## config.mk

```make
export PLATFORM = sky130hd
export DESIGN_NAME = cipher_avalon_ctrl
export DESIGN_NICKNAME = d
export VERILOG_FILES = /design/src/rtl/cipher_avalon_ctrl.sv
export SDC_FILE = /design/constraint.sdc
export NUM_CORES = 1
export LEC_CHECK = 0
export CELL_PAD_IN_SITES_DETAIL_PLACEMENT = 1
export CELL_PAD_IN_SITES_GLOBAL_PLACEMENT = 2
export CORE_AREA = 5 5 265 267
export CTS_CLUSTER_DIAMETER = 150
export CTS_CLUSTER_SIZE = 14
export DETAILED_ROUTE_END_ITERATION = 8
export DIE_AREA = 0 0 270 272
export PLACE_DENSITY_LB_ADDON = 0.1
export SYNTH_ARGS = -nofsm -noshare
export SYNTH_HDL_FRONTEND = slang
export SYNTH_SLANG_ARGS = --single-unit
```

## constraint.sdc

```tcl
create_clock -name clock -period 3.4 [get_ports clock]
set_clock_uncertainty 0.2 [all_clocks]
set_input_delay 0.51 -clock clock [delete_from_list [all_inputs] [get_ports clock]]
set_output_delay 0.51 -clock clock [all_outputs]
set_load 0.01 [all_outputs]
```

## src/rtl/cipher_avalon_ctrl.sv

```systemverilog
// Avalon-MM register front end for a fixed-latency block-cipher core.
// Optional CIPHER_AUTO_START_EN: a write to the last DIN word also starts a run.
module cipher_avalon_ctrl #(
  parameter int DATA_BITS    = 128,
  parameter int KEY_BITS     = 128,
  parameter int CORE_LATENCY = 35,
  parameter int ADDR_W       = 5
) (
  input  logic                 clock,
  input  logic                 resetn,
  input  logic                 chipselect,
  input  logic [ADDR_W-1:0]    address,
  input  logic                 read,
  input  logic                 write,
  input  logic [3:0]           byteenable,
  input  logic [31:0]          writedata,
  output logic [31:0]          readdata,
  output logic [DATA_BITS-1:0] core_data_in,
  output logic [KEY_BITS-1:0]  core_key,
  output logic                 core_start,
  input  logic [DATA_BITS-1:0] core_data_out,
  output logic                 done_export,
  output logic                 irq
);
  localparam int DW = DATA_BITS / 32;
  localparam int KW = KEY_BITS / 32;
  localparam int CW = $clog2(CORE_LATENCY + 1);

  typedef enum logic [1:0] {IDLE, RUN, DONE} state_t;

  state_t        state, state_d;
  logic [CW-1:0] cnt;
  logic [31:0]   din  [DW];
  logic [31:0]   key  [KW];
  logic [31:0]   dout [DW];
  logic          irq_en, err;
  logic          go, cap;
  logic [31:0]   rd_mux;

  logic [1:0] region;
  logic [2:0] widx;
  logic       acc_wr, acc_rd, ctrl_wr, busy;
  logic       din_hit, key_hit, dout_hit, din_wr, key_wr;
  logic       start_ctrl, clr_req, auto_start, start_req;

  assign region     = address[4:3];
  assign widx       = address[2:0];
  assign acc_wr     = chipselect & write;
  assign acc_rd     = chipselect & read;
  assign busy       = (state == RUN);
  assign ctrl_wr    = acc_wr && (address == '0) && byteenable[0];
  assign din_hit    = (region == 2'b01) && (int'(widx) < DW);
  assign key_hit    = (region == 2'b10) && (int'(widx) < KW);
  assign dout_hit   = (region == 2'b11) && (int'(widx) < DW);
  assign din_wr     = acc_wr & din_hit;
  assign key_wr     = acc_wr & key_hit;
  assign start_ctrl = ctrl_wr & writedata[0];
  assign clr_req    = ctrl_wr & writedata[2];

`ifdef CIPHER_AUTO_START_EN
  assign auto_start = din_wr && (widx == 3'(DW - 1)) && byteenable[3];
`else
  assign auto_start = 1'b0;
`endif
  // A combined CTRL start and auto start still yields one go pulse.
  assign start_req  = start_ctrl | auto_start;

  function automatic logic [31:0] merge(input logic [31:0] old, input logic [31:0] wd,
                                        input logic [3:0] be);
    logic [31:0] r;
    r = old;
    for (int b = 0; b < 4; b++)
      if (be[b]) r[8*b +: 8] = wd[8*b +: 8];
    return r;
  endfunction

  always_comb begin
    state_d = state;
    go      = 1'b0;
    cap     = 1'b0;
    case (state)
      IDLE: if (start_req) begin go = 1'b1; state_d = RUN; end
      RUN:  if (cnt == '0) begin cap = 1'b1; state_d = DONE; end
      DONE: begin
        if (start_req) begin go = 1'b1; state_d = RUN; end
        else if (clr_req) state_d = IDLE;
      end
      default: state_d = IDLE;
    endcase
  end

  always_comb begin
    rd_mux = '0;
    if (address == '0)                rd_mux = {30'b0, irq_en, 1'b0};
    else if (address == ADDR_W'(1))   rd_mux = {29'b0, err, state == DONE, busy};
    for (int i = 0; i < DW; i++) begin
      if (din_hit  && widx == 3'(i)) rd_mux = din[i];
      if (dout_hit && widx == 3'(i)) rd_mux = dout[i];
    end
    for (int i = 0; i < KW; i++)
      if (key_hit && widx == 3'(i)) rd_mux = key[i];
  end

  always_ff @(posedge clock or negedge resetn) begin
    if (!resetn) begin
      state      <= IDLE;
      cnt        <= '0;
      core_start <= 1'b0;
      irq_en     <= 1'b0;
      err        <= 1'b0;
      readdata   <= '0;
      for (int i = 0; i < DW; i++) begin din[i] <= '0; dout[i] <= '0; end
      for (int i = 0; i < KW; i++) key[i] <= '0;
    end else begin
      state      <= state_d;
      core_start <= go;
      if (go)                        cnt <= CW'(CORE_LATENCY - 1);
      else if (busy && cnt != '0)    cnt <= cnt - 1'b1;
      if (ctrl_wr) irq_en <= writedata[1];
      if (busy && (start_ctrl || din_wr || key_wr)) err <= 1'b1;
      else if (clr_req && !busy)                    err <= 1'b0;
      if (acc_rd) readdata <= rd_mux;
      for (int i = 0; i < DW; i++) begin
        if (din_wr && !busy && widx == 3'(i)) din[i] <= merge(din[i], writedata, byteenable);
        if (cap) dout[i] <= core_data_out[DATA_BITS-1-32*i -: 32];
      end
      for (int i = 0; i < KW; i++)
        if (key_wr && !busy && widx == 3'(i)) key[i] <= merge(key[i], writedata, byteenable);
    end
  end

  // Word 0 is the most significant word on the core buses.
  for (genvar g = 0; g < DW; g++) begin : g_din
    assign core_data_in[DATA_BITS-1-32*g -: 32] = din[g];
  end
  for (genvar g = 0; g < KW; g++) begin : g_key
    assign core_key[KEY_BITS-1-32*g -: 32] = key[g];
  end

  assign done_export = (state == DONE);
  assign irq         = done_export & irq_en;
endmodule
```

-- Yosys cells after proc, flatten, opt, wreduce, memory -nomap -nowiden
Index checks and enable logic that the tools add are counted.
- flip-flop bits (word level): 427
- input bits: 174
- logic and storage cells: 164
- add/subtract/negate cells: 1
- magnitude comparators: 1
- eq/ne operators: 12
- muxes and demuxes: 27
- bitwise logic cells: 7
- reductions and logical operators: 74
- operator list (operator ; count):
    $mux 32 ; 12
    $reduce_and 2->1 ; 32
    $logic_and 1x1->1 ; 30
    $mux 6 ; 2
    $mux 2 ; 4
    $and 1x1->1 ; 7
    $eq 2x2->1 const B ; 3
    $eq 3x2->1 const B ; 2
    $logic_not 6->1 ; 1
    $mux 1 ; 6
    $mux 3 ; 2
    $pmux 2 s3 ; 1
    $reduce_bool 6->1 ; 1
    $sub 6x1->6 const B ; 1
    $eq 5x1->1 const B ; 1
    $logic_not 5->1 ; 1
    $eq 2x1->1 const B ; 2
    $reduce_bool 2->1 ; 2
    $eq 3x1->1 const B ; 1
    $logic_not 3->1 ; 1
    $lt 3x3->1 const B ; 1
    $ne 3x1->1 const B ; 1
    $reduce_and 3->1 ; 1
    $logic_not 2->1 ; 1
    5 further kinds ; 6

-- Longest topological paths before layout
Gate-level depths: netlist (run 1).
- word-level depth: 15
- mapped depth: 9
- depth with buffers taken out: 7

-- Least setup slack after synthesis (run 1)
No wires, ideal clock.
- path type: input-to-reg
- start point: input port address[2]
- end point: register din (netlist bit core_data_in[33])
- setup time: 125 ps
- arrival: 2107 ps
- slack: 968 ps
- cell stages on the path: 6
- buffers on the path: 1
- cells stage by stage: buf_2 > nand2b_1 > nor4_4 > nand2_4 > nor2_4 > mux2_2
- cells in the longest elaborated chain, start to end: 6
- RTL lines (item ; line ; RTL):
    start, declared ; 12 ; input logic [ADDR_W-1:0] address,
    $lt 3x3->1 ; 52 ; assign din_hit = (region == 2'b01) && (int'(widx) < DW);
    $logic_and 1x1->1 ; 52 ;
    $and 1x1->1 ; 55 ; assign din_wr = acc_wr & din_hit;
    $logic_and 1x1->1 ; 124 ; if (din_wr && !busy && widx == 3'(i)) din[i] <= merge(din[i], writedata, byteenable);
    $logic_and 1x1->1 (*) ; 124 ;
    $reduce_and 2->1 (no source line) (*) ; -- ;
    end signal, assigned by index ; 124 ;
    end, declared ; 33 ; logic [31:0] din [DW];
Every way passes the cells marked *; elsewhere a longest branch is shown, timed or not.
A chain may end at the register's enable or synchronous reset.

-- Worst setup path after layout (run 1)
- start point: register state[0]
- end point: output port irq
- cells in the longest elaborated chain, start to end: 2
- RTL lines (item ; line ; RTL):
    start, declared ; 31 ; state_t state, state_d;
    start signal, assigned ; 115 ; state <= state_d;
    $eq 2x2->1 ; 140 ; assign done_export = (state == DONE);
    $and 1x1->1 ; 141 ; assign irq = done_export & irq_en;
    end, declared ; 23 ; output logic irq
No other way between the ends.

==> results of run 1 <==
-- final timing paths --
path / depth (start not counted) / slack (ps) / from / to
max in group asynchronous: 3 / 1650 / resetn / core_data_in[79]
worst min register to register: 1 / 310 / dout[66] / dout[66]
worst min-delay path: 1 / 310 / dout[66] / dout[66]
worst max register to register: 7 / 650 / cnt[0] / dout[45]
worst max-delay path: 3 / 620 / state[0] / irq
min in group asynchronous: 2 / 370 / resetn / core_data_in[100]
-- layout make-up --
cell class              instances  area share
clock buffers                  37      0.0349
repair buffers                544       0.202
diodes                          8    0.000754
clock inverters                 3    0.000989
inverters                       8     0.00113
multi-input cells             996       0.317
well taps                     882      0.0416
flip-flops and latches        427       0.402
-- logic make-up after synthesis --
group / after synthesis
compound gates: 279
xor+xnor: 6
fa+ha+maj: 2
buf+inv: 90
flops: 427
mux: 420
simple gates: 289
-- routing by layer --
metal | vias up | share of wire
li1 | 6589 | -
met1 | 7890 | 0.44
met2 | 416 | 0.50
met3 | 80 | 0.052
met4 | 4 | 0.015
met5 | - | 0.00038
-- cell usage in the layout, fill, tap and decap left out, types with 14 or more instances in the layout --
cell type and count:
a221oi_1 31, clkbuf_16 37, nor2_4 30, o21ai_0 42, o221ai_1 26, nand2_1 94, clkdlybuf4s50_1 459, o22ai_1 32
mux2i_1 33, nor2_1 76, mux2_2 386, a31o_2 14, buf_4 70, a31oi_1 30, dfrtp_1 427, a22oi_1 25
a21oi_1 34
-- report_power, final --
part / leakage (nW) / total [mW] / internal [mW] / switching (mW)
Sequential: 5.58 / 6.73 / 6.08 / 0.650
Clock: 0.470 / 3.90 / 1.94 / 1.95
Combinational: 5.20 / 2.60 / 1.47 / 1.14
-- state kept, by name (all words and copies together), names as in the netlist, 2 cells and up --
| name | count |
|---|---|
| core_data_in | 128 |
| core_key | 128 |
| dout | 128 |
| readdata | 32 |
| cnt | 6 |
| state | 2 |
-- worst max-delay path, delay by kind of cell, from the launching register on --
| kind | cells | cell delay [ps] |
|---|---|---|
| AND/OR/NAND/NOR | 2 | 570 |
| buffers and inverters | 1 | 540 |
| flip-flops | 1 | 410 |
==> qor.csv, run 1 <==
metric;value;unit
yosysMostFrequentCell;dfrtp_1;
worst_pin_slew;958;ps
yosys.area.top_type;dfrtp_1;
area_delta_synth_final;36.9;%
critPathLaunchType;flip-flop;
cts_tree;yes;
crit_slowest_cell;clkdlybuf4s50_1;
final_core_util;0.391;
synth.distinct_cells;69;
post_cts_resize_count;0;
max_slew_margin;0.360;
synth_nets;1689;
layout_setup_ws;620;ps
cpPeakStageDelay;540;ps
globalRoute.busiestLayer;met2;
gp_congestion;0.814;
drv_cap;0;
synth-seq-cells;427;
grt_pass1_wl;123000;um
fp-row-count;96;
cts.clk_slew.worst_paths;70;ps
port_buffers;464;
ys_seq_area_frac;0.551;
dp_cells;2856;
slew_violations;0;
worst-setup-path-type;flip-flop to output pin;
overflow;0;
dieWidth;270;um
cts_max_level;2;
nFillCells;7124;
syn_area;19400;sq um
place_area;25600;sq um
ios;465;
cp_cell_sequence;nor2b_1 > and2_1 > clkdlybuf4s50_1;
finalCritPeriodShare;0.818;
synth.avg_cell_area;12.8;sq um
dpl.hpwl;61900;um
use_met1;0.299;
design_power_total;13.2;mW
synth_edf_count;0;
clock_path_buffers;3;
yosysWarnings;0;
gr-usage-all-layers;0.228;
drt_wl_total;86000;um
antenna_left;0;
yosys.area_share.simple;0.0824;
cts_buffers;36;
use_met2;0.398;
synth_compound_area_frac;0.101;
p_leak;11.2;nW
arrival;2070;ps
crit_path_end_kind;output pin;
p_per_area;498;nW/um^2
final_cells;2905;
drt_iter0_drc;900;
fin_area;26600;sq um
timing.fmax;360;MHz
synth_top_area_frac;0.551;
cts_num_sinks;427;
outcome;completed;
fin_nets;2189;
register_area;10700;sq um
start_util;0.286;
hold_ws;307;ps
layout-drive-gt1-share;0.290;
synth_commonest_cells;dfrtp_1 (427), mux2_2 (386), nand2_1 (96);
muxShareOfSynthArea;0.242;
drc;0;
synth_top_family_by_area;multiplexers;
tns;0;ps
grt_max_degree;97;
setup_viol;0;
required;2690;ps
hold_violations;0;
multiInputGateArea;8410;sq um
cts_hold_buf;1;
synth.area.top_cells;dfrtp_1 (55%), mux2_2 (22%), nand2_1 (1.9%), mux2i_1 (1.7%), nor2_4 (1.6%);
antenna_found_initial;11;
period_needed;2780;ps
cts_root_buffer;clkbuf_16;
die_area;73400;sq um
place_ws;135;ps
yosys.area_share.adder;0.00129;
postCtsSetupBuffers;0;
ys_async_sr_fraction;1.00;
grt_pass1_vias;16500;
use_met3;0.0474;
hp-class;flip-flop to flip-flop;
fp.dieH;272;um
vdd_drop_max;0.278;mV
syn_inst;1513;
vias;15000;
synthFlopType;dfrtp_1;
rsz0062_at_grt;no;
synthXorXnorAreaFrac;0.00271;
post_drt_via_cell_ratio;5.16;
firstDrtPassIters;5;
wl_per_cell;29.6;um
coreArea;67900;sq um
crit_fanout;4;
clock_latency;570;ps
No activity file was read; power rests on OpenSTA's default activity.
==> inputs of run 2 (changes only) <==
clock period = 2.8 ns   (was 3.4 ns; I/O delays follow)
==> run 2 against run 1 <==
First-iteration DRC count fell by 15%. Sequential power up 21%. Non-clock buffer count is 58 higher. Critical path depth unchanged. Clock-buffer cell count unchanged. Sequential share of layout area down 1.5 points. Final cell count up 1.8%. Utilization grew 1.5 points. Combinational power rose by 25%. Final area rose by 3.8%. Die area is the same. Routed wire length grew 1.8%.
==> qor.csv, run 2 (same netlist as run 1, synthesis figures left out) <==
metric;value;unit;change
outcome;completed;;
vdd_drop_max;0.346;mV;+24%
post_drt_via_cell_ratio;5.15;;-0.15%
overflow;0;;unchanged
vias;15200;;+1.6%
final_cell_mix;clkdlybuf4s50_1 (459), dfrtp_1 (427), mux2_2 (386), nand2_1 (94), buf_4 (80);;
layout_setup_ws;212;ps;-408 ps
ios;465;;unchanged
grt_pass1_vias;16900;;+2.4%
place_area;26600;sq um;+4.1%
cts.clk_slew.worst_paths;70;ps;about the same
design_power_total;16.1;mW;+21%
dieWidth;270;um;unchanged
p_per_area;583;nW/um^2;+17%
fin_area;27600;sq um;+3.8%
port_buffers;464;;unchanged
coreArea;67900;sq um;unchanged
crit_path_end_kind;output pin;;
cts_num_sinks;427;;unchanged
max_slew_margin;0.358;;-0.00172
finalCritPeriodShare;0.924;;
fp.dieH;272;um;unchanged
reg2reg_depth;8;;+1
die_area;73400;sq um;unchanged
layout-drive-gt1-share;0.310;;+0.0197
cts_root_buffer;clkbuf_16;;
cpPeakStageDelay;530;ps;about the same
timing.fmax;386;MHz;
slew_violations;0;;unchanged
required;2180;ps;-510 ps
critical_path.reg2reg.startpoint;cnt[0];;
fp-row-count;96;;unchanged
critPathLaunchType;flip-flop;;
cts_max_level;2;;unchanged
cts_buffers;36;;unchanged
clock_path_buffers;3;;unchanged
period_needed;2590;ps;
cts_tree;yes;;
postCtsSetupBuffers;0;;unchanged
wl_per_cell;29.6;um;about the same
r2r_slack;520;ps;-130 ps
hp-class;input pin to asynchronous set/reset pin;;
clock_latency;560;ps;about the same
grt_pass1_wl;126000;um;+2.1%
drc;0;;unchanged
dpl.hpwl;64000;um;+3.4%
hold_violations;0;;unchanged
final_common_cell;clkdlybuf4s50_1;;
gr-usage-all-layers;0.233;;+0.00466
start_util;0.286;;unchanged
fin_nets;2247;;+2.6%
antenna_left;0;;unchanged
antenna_found_initial;10;;-1
area_delta_synth_final;42.1;%;
setup_viol;0;;unchanged
drt_wl_total;87500;um;+1.8%
firstDrtPassIters;5;;unchanged
cp_cell_sequence;nor2b_2 > and2_1 > clkdlybuf4s50_1;;
hold_ws;265;ps;-42.1 ps
p_leak;11.7;nW;+3.9%
gp_congestion;0.835;;+2.6%
rsz0062_at_grt;no;;
drt_iter0_drc;768;;-15%
grt_max_degree;67;;-31%
final_cells;2956;;+1.8%
place_ws;-181;ps;-315 ps
tns;0;ps;unchanged
crit_fanout;4;;unchanged
worst-setup-path-type;flip-flop to output pin;;
rr_endpoint;dout[22];;
final_core_util;0.406;;+0.0149
dp_cells;2914;;+2.0%
crit_slowest_cell;clkdlybuf4s50_1;;
arrival;1970;ps;-100 ps
worst_pin_slew;961;ps;+3.40 ps
drv_cap;0;;unchanged
==> run 2: changes by cell type in the layout (fill, tap and decap cells not counted), sizes merged <==
cell	before	now
diode	8	3
buf	84	142
inv	9	7
==> run 2: report_power, final <==
group          switching (mW)  internal (mW)  total [mW]
Combinational            1.41           1.82        3.24
Clock                    2.31           2.34        4.65
Sequential              0.791           7.38        8.17
==> run 2: timing repair <==
action | 4_1_cts | 5_1_grt
endpoints found under the hold margin | 49 | 0
hold buffers | 1 | 0
setup endpoints to repair | 0 | 1
resized for setup | 0 | 1
==> run 2: worst max-delay path by stage <==
stage | from | to | slack, ps | cells after the start
after floorplan | address[2] | core_data_in[33] | 460 | 6
after global placement | address[3] | readdata[19] | -150 | 5
after detailed placement | address[3] | readdata[19] | -180 | 5
after CTS | state[0] | irq | 20 | 3
after global routing | state[0] | irq | 130 | 3
final | state[0] | irq | 210 | 3
==> run 2: final cells by class <==
type,instances,area (sq um)
Fill cell,7134,40300
Sequential cell,427,10700
Multi-Input combinational cell,996,8410
Timing Repair Buffer,602,6400
Tap cell,882,1100
Clock buffer,37,926
Inverter,8,30.0
Clock inverter,1,8.76
Antenna cell,3,7.51
==> run 2: critical path: cells and delay by family (launching register included) <==
kind	cells	cell delay (ps)
buffers and inverters	1	530
flip-flops	1	410
AND/OR/NAND/NOR	2	480
==> run 2: per-layer routing <==
layer | vias up | global-route usage | part of all wire
met5 | - | 0 | 0.00027
met4 | 4 | 0.0486 | 0.021
met3 | 101 | 0.0450 | 0.047
met2 | 394 | 0.403 | 0.49
met1 | 8016 | 0.306 | 0.44
li1 | 6704 | - | -
==> inputs of run 3 (changes only) <==
GPL_ROUTABILITY_DRIVEN = 0   (was unset)
==> results of run 3 <==
Same layout as run 2: the final DEF is identical, and so are final timing and power.
